File: src/rtl/genius_sprite_ctrl.sv
// Sprite-flag controller between the Genius game core and the VGA renderer.
// Turns game events into a registered one-hot flag word with colour hold and blinking banners.
module genius_sprite_ctrl #(
    parameter int NUM_COLORS  = 4,
    parameter int COLOR_W     = 2,
    parameter int HOLD_CYCLES = 8,
    parameter int BLINK_HALF  = 4
) (
    input  logic                  CLK,
    input  logic                  RESET,
    input  logic                  PWR_BTN,
    input  logic                  VGA_FLAG,
    input  logic [COLOR_W-1:0]    VGA_COLOR,
    input  logic                  VGA_LOSE,
    input  logic                  VGA_WIN,
    output logic [NUM_COLORS+2:0] SPRITES_FLAGS,
    output logic                  COLOR_DONE
);
    localparam int FW     = NUM_COLORS + 3;
    localparam int MAX_HB = (HOLD_CYCLES > BLINK_HALF) ? HOLD_CYCLES : BLINK_HALF;
    localparam int MAX_V  = (MAX_HB > 2) ? MAX_HB : 2;
    localparam int CW     = $clog2(MAX_V);
    localparam logic [COLOR_W:0] COLOR_LIMIT = (COLOR_W+1)'(NUM_COLORS);

    typedef enum logic [2:0] {IDLE, POWER_ON, COLOR, LOSE, WIN} state_t;

    state_t               state_reg, state_next;
    logic [COLOR_W-1:0]   color_reg, color_next;
    logic [CW-1:0]        hold_reg, hold_next;
    logic [CW-1:0]        blink_reg, blink_next;
    logic                 phase_reg, phase_next;
    logic [FW-1:0]        flags_reg, flags_next;
    logic                 done_reg, done_next;
    logic                 valid_req;
    logic [NUM_COLORS-1:0] color_onehot;

    // Out-of-range colour indices never count as a request.
    assign valid_req = VGA_FLAG && ({1'b0, VGA_COLOR} < COLOR_LIMIT);

    always_comb begin
        state_next = state_reg;
        color_next = color_reg;
        hold_next  = hold_reg;
        blink_next = blink_reg;
        phase_next = phase_reg;
        done_next  = 1'b0;

        case (state_reg)
            IDLE, POWER_ON: begin
                if (VGA_LOSE) begin
                    state_next = LOSE;
                    blink_next = '0;
                    phase_next = 1'b1;
                end else if (VGA_WIN) begin
                    state_next = WIN;
                    blink_next = '0;
                    phase_next = 1'b1;
                end else if (valid_req) begin
                    state_next = COLOR;
                    color_next = VGA_COLOR;
                    hold_next  = CW'(HOLD_CYCLES - 1);
                end else if (PWR_BTN) begin
                    state_next = POWER_ON;
                end
            end
            COLOR: begin
                if (VGA_LOSE) begin
                    state_next = LOSE;
                    blink_next = '0;
                    phase_next = 1'b1;
                    done_next  = 1'b1;
                end else if (VGA_WIN) begin
                    state_next = WIN;
                    blink_next = '0;
                    phase_next = 1'b1;
                    done_next  = 1'b1;
                end else if (hold_reg != '0) begin
                    hold_next = hold_reg - 1'b1;
                end else if (!VGA_FLAG) begin
                    state_next = POWER_ON;
                    done_next  = 1'b1;
                end else if (valid_req && (VGA_COLOR != color_reg)) begin
                    color_next = VGA_COLOR;
                    hold_next  = CW'(HOLD_CYCLES - 1);
                    done_next  = 1'b1;
                end
            end
            LOSE, WIN: begin
                if (VGA_LOSE && (state_reg == WIN)) begin
                    state_next = LOSE;
                    blink_next = '0;
                    phase_next = 1'b1;
                end else if ((state_reg == LOSE) ? !VGA_LOSE : !VGA_WIN) begin
                    state_next = IDLE;
                end else if (BLINK_HALF > 0) begin
                    if (blink_reg == CW'(BLINK_HALF - 1)) begin
                        blink_next = '0;
                        phase_next = ~phase_reg;
                    end else begin
                        blink_next = blink_reg + 1'b1;
                    end
                end
            end
            default: state_next = IDLE;
        endcase
    end

    generate
        for (genvar gi = 0; gi < NUM_COLORS; gi++) begin : g_color_dec
            assign color_onehot[gi] = (color_next == COLOR_W'(gi));
        end
    endgenerate

    // Flags are derived from next-state so they move on the same edge as the state.
    always_comb begin
        flags_next = '0;
        case (state_next)
            POWER_ON: flags_next[0] = 1'b1;
            COLOR: begin
                flags_next[0]      = 1'b1;
                flags_next[FW-1:3] = color_onehot;
            end
            LOSE:    flags_next[2] = phase_next;
            WIN:     flags_next[1] = phase_next;
            default: flags_next = '0;
        endcase
    end

    always_ff @(posedge CLK) begin
        if (RESET) begin
            state_reg <= IDLE;
            color_reg <= '0;
            hold_reg  <= '0;
            blink_reg <= '0;
            phase_reg <= 1'b0;
            flags_reg <= '0;
            done_reg  <= 1'b0;
        end else begin
            state_reg <= state_next;
            color_reg <= color_next;
            hold_reg  <= hold_next;
            blink_reg <= blink_next;
            phase_reg <= phase_next;
            flags_reg <= flags_next;
            done_reg  <= done_next;
        end
    end

    assign SPRITES_FLAGS = flags_reg;
    assign COLOR_DONE    = done_reg;

endmodule
File: config.mk
export PLATFORM = sky130hd
export DESIGN_NAME = genius_sprite_ctrl
export DESIGN_NICKNAME = d
export VERILOG_FILES = /design/src/rtl/genius_sprite_ctrl.sv
export SDC_FILE = /design/constraint.sdc
export NUM_CORES = 1
export LEC_CHECK = 0
export BUFFER_PORTS_ARGS = -buffer_cell sky130_fd_sc_hd__buf_2
export CAP_MARGIN = 10
export CORE_UTILIZATION = 45
export CTS_CLUSTER_DIAMETER = 50
export DETAILED_ROUTE_END_ITERATION = 8
export PLACE_DENSITY = 0.64
export SKIP_CTS_REPAIR_TIMING = 1
export SLEW_MARGIN = 20
export SYNTH_ARGS = -nofsm -noshare
export SYNTH_HDL_FRONTEND = slang
export SYNTH_SLANG_ARGS = --single-unit
export TNS_END_PERCENT = 20
File: constraint.sdc
create_clock -name CLK -period 4.5 [get_ports CLK]
set_input_delay 0 -clock CLK [delete_from_list [all_inputs] [get_ports CLK]]
set_output_delay 0 -clock CLK [all_outputs]
set_load 0.1 [all_outputs]
==> flow_metrics.env <==
export IMPL_synth_area_leader_cell="dfxtp_1"
export IMPL_cts_tree="done"
export IMPL_max_freq_mhz=444
export IMPL_layout_common_cells="dfxtp_1, nor2_1, buf_2"
export IMPL_viasPerCell=5.49
export IMPL_layout_cells_most_common="dfxtp_1"
export IMPL_clock_tree_root_cell="clkbuf_4"
export IMPL_core_um2=2190
export IMPL_skew_ns=0.00331
export IMPL_synth_top_cell_area_share=0.384
export IMPL_grt_usage=0.171
export IMPL_hpwl_um=1390
export IMPL_grt_pass1_wl_um=3280
export IMPL_p_leak_nw=0.483
export IMPL_ant_nets=0
export IMPL_rsz0062_at_grt="false"
export IMPL_multi_input_area_um2=594
export IMPL_fillers=222
export IMPL_clockBufferDepth=2
export IMPL_worstSetupStartpointType="register"
export IMPL_drt_wl_total_um=1880
export IMPL_syn_area_um2=1040
export IMPL_p_sw_frac=0.337
export IMPL_dieHeight_um=50.1
export IMPL_synth_fp_nets=126
export IMPL_power_density_nw_per_um2=336
export IMPL_via_count=851
export IMPL_hold_ws_ns=0.0699
export IMPL_largest_reg_flops=7
export IMPL_worst_ep_arrival_time_ns=2.45
export IMPL_drive_above_1_share=0.244
export IMPL_max_cap_violations=0
export IMPL_initial_core_util=0.476
export IMPL_ff_latch_area_um2=400
export IMPL_synth_distinct_cells=45
export IMPL_fin_tns_setup_ns=0
export IMPL_pre_cts_ws_ns=2.24
export IMPL_timing_final_crit_share=0.501
export IMPL_netlist_instances=115
export IMPL_drt_pass1_iterations=4
export IMPL_dieWidth_um=50.1
export IMPL_rows=17
export IMPL_pin_count=16
export IMPL_clock_sinks=20
export IMPL_drt_iter0_markers=6
export IMPL_route_met2_wl_um=865
export IMPL_final_util=0.520
export IMPL_end_kind="register"
export IMPL_required_ns=4.69
export IMPL_place_congestion=0.758
export IMPL_worstSetupPathType="reg2reg"
export IMPL_routed_top_layer="met4"
export IMPL_synthTopCellsByArea="dfxtp_1, nor2_1, nor3_1"
export IMPL_vdd_drop_max_v=0.000161
export IMPL_worstSkewPairLatency_ns=0.29
export IMPL_synthToLayoutAreaGrowth_pct=9.24
export IMPL_cts_buffers=3
export IMPL_worst_slack_ns=2.25
export IMPL_hp_class="in2reg"
export IMPL_power_frac_comb=0.273
export IMPL_routedWlPerCell_um=12.1
export IMPL_antenna_found_initial=0
export IMPL_antenna_cells=0
export IMPL_finalMaxSlewViolations=0
export IMPL_switching_power_mw=0.129
export IMPL_met1Wirelength_um=940
export IMPL_tightest_slew_ns=0.484
export IMPL_finalSetupViolations=0
export IMPL_ys_seq_elements=20
export IMPL_p_int_mw=0.254
export IMPL_wl_met3_um=53
export IMPL_grt_pass1_vias=795
export IMPL_numPortBuffers=15
export IMPL_period_needed_ns=2.25
export IMPL_worstPathMaxFanout=4
export IMPL_outcome="finished, final reports clean"
export IMPL_hold_viol_final=0
export IMPL_h_tree_depth=1
export IMPL_fin_nets=140
export IMPL_ys_seq_area_frac=0.384
export IMPL_route_detailed_drc=0
export IMPL_ys_warn_count=0
export IMPL_clkPwrFrac=0.210
export IMPL_slew_headroom=0.672
export IMPL_grt_max_degree=17
export IMPL_gr_total_overflow=0
export IMPL_die_area_um2=2510
export IMPL_syn_area_per_cell_um2=9.06
export IMPL_path_clk_slew_ns=0.10
export IMPL_seq_power_share=0.517
[final timing paths]
kind | from | to | depth (start not counted) | slack [ns]
setup / recovery | hold_reg[0]$_SDFFE_PP0P_ | SPRITES_FLAGS[4]$_SDFF_PP0_ | 7 | 2.25
hold / removal | RESET | blink_reg[0]$_SDFFE_PP0P_ | 2 | 0.07
setup reg to reg | hold_reg[0]$_SDFFE_PP0P_ | SPRITES_FLAGS[4]$_SDFF_PP0_ | 7 | 2.25
hold reg to reg | hold_reg[1]$_SDFFE_PP0P_ | hold_reg[1]$_SDFFE_PP0P_ | 2 | 0.51
[routing by layer]
layer / track usage / vias to the layer above
li1: - / 440
met1: 0.209 / 395
met2: 0.278 / 14
met3: 0.0370 / 2
met4: 0.0857 / 0
met5: 0 / -
[power by group through the flow]
stage               sequential, mW  combinational [mW]  clock [mW]
finish                       0.198               0.105      0.0804
global route                 0.200               0.113      0.0927
CTS                          0.198               0.105      0.0861
detailed placement           0.202               0.105           0
global placement             0.202               0.104           0
floorplan                    0.223              0.0662           0
[critical path, cell delays in order, from the launching register on]
cell      delay [ns]
dfxtp_1         0.31
inv_1           0.11
ha_1            0.21
or3b_2          0.46
a211oi_2        0.29
mux2_2          0.40
and2b_1         0.17
and3_2          0.20
[Yosys cell counts, drive strengths merged]
library cell,n
a21oi,6
and2,2
nor4b,1
a211oi,2
nor3b,2
nand2,6
and3b,2
inv,3
o21a,1
a31oi,1
a31o,1
xor2,2
buf,4
o21ai,5
dfxtp,20
a41o,2
ha,3
a32o,1
a2bb2oi,1
a22oi,1
nor2b,2
and2b,1
nand2b,2
o21bai,2
and3,3
nor2,15
mux2i,2
mux2,2
nand3,1
a21boi,1
nor3,8
xnor2,1
or3b,2
a221oi,1
clkbuf,2
nor4,3
o311ai,1
[final cells by class]
| type | instances | area share |
|---|---|---|
| clock buffers | 3 | 0.0198 |
| multi-input cells | 86 | 0.522 |
| well taps | 28 | 0.0308 |
| inverters | 3 | 0.00989 |
| flip-flops and latches | 20 | 0.352 |
| repair buffers | 15 | 0.0659 |
[logic make-up (layout without fill, tap and decap cells)]
| group | after synthesis | after routing | synth area share |
|---|---|---|---|
| XOR/XNOR | 3 | 3 | 0.0252 |
| AO/OA/AOI/OAI | 26 | 26 | 0.205 |
| multiplexers | 4 | 4 | 0.0408 |
| buffers and inverters | 9 | 21 | 0.0456 |
| flip-flops | 20 | 20 | 0.384 |
| AND/OR/NAND/NOR | 50 | 50 | 0.263 |
| adder cells (fa/ha/maj) | 3 | 3 | 0.0360 |
[through the flow]
stage	power (mW)	area, µm²	std cells
final	0.383	1140	155
after global routing	0.406	1140	155
after CTS	0.389	1140	155
after detailed placement	0.307	1120	152
after global placement	0.305	1120	152
after floorplan	0.289	1040	115
(Power assumes the default switching activity.)
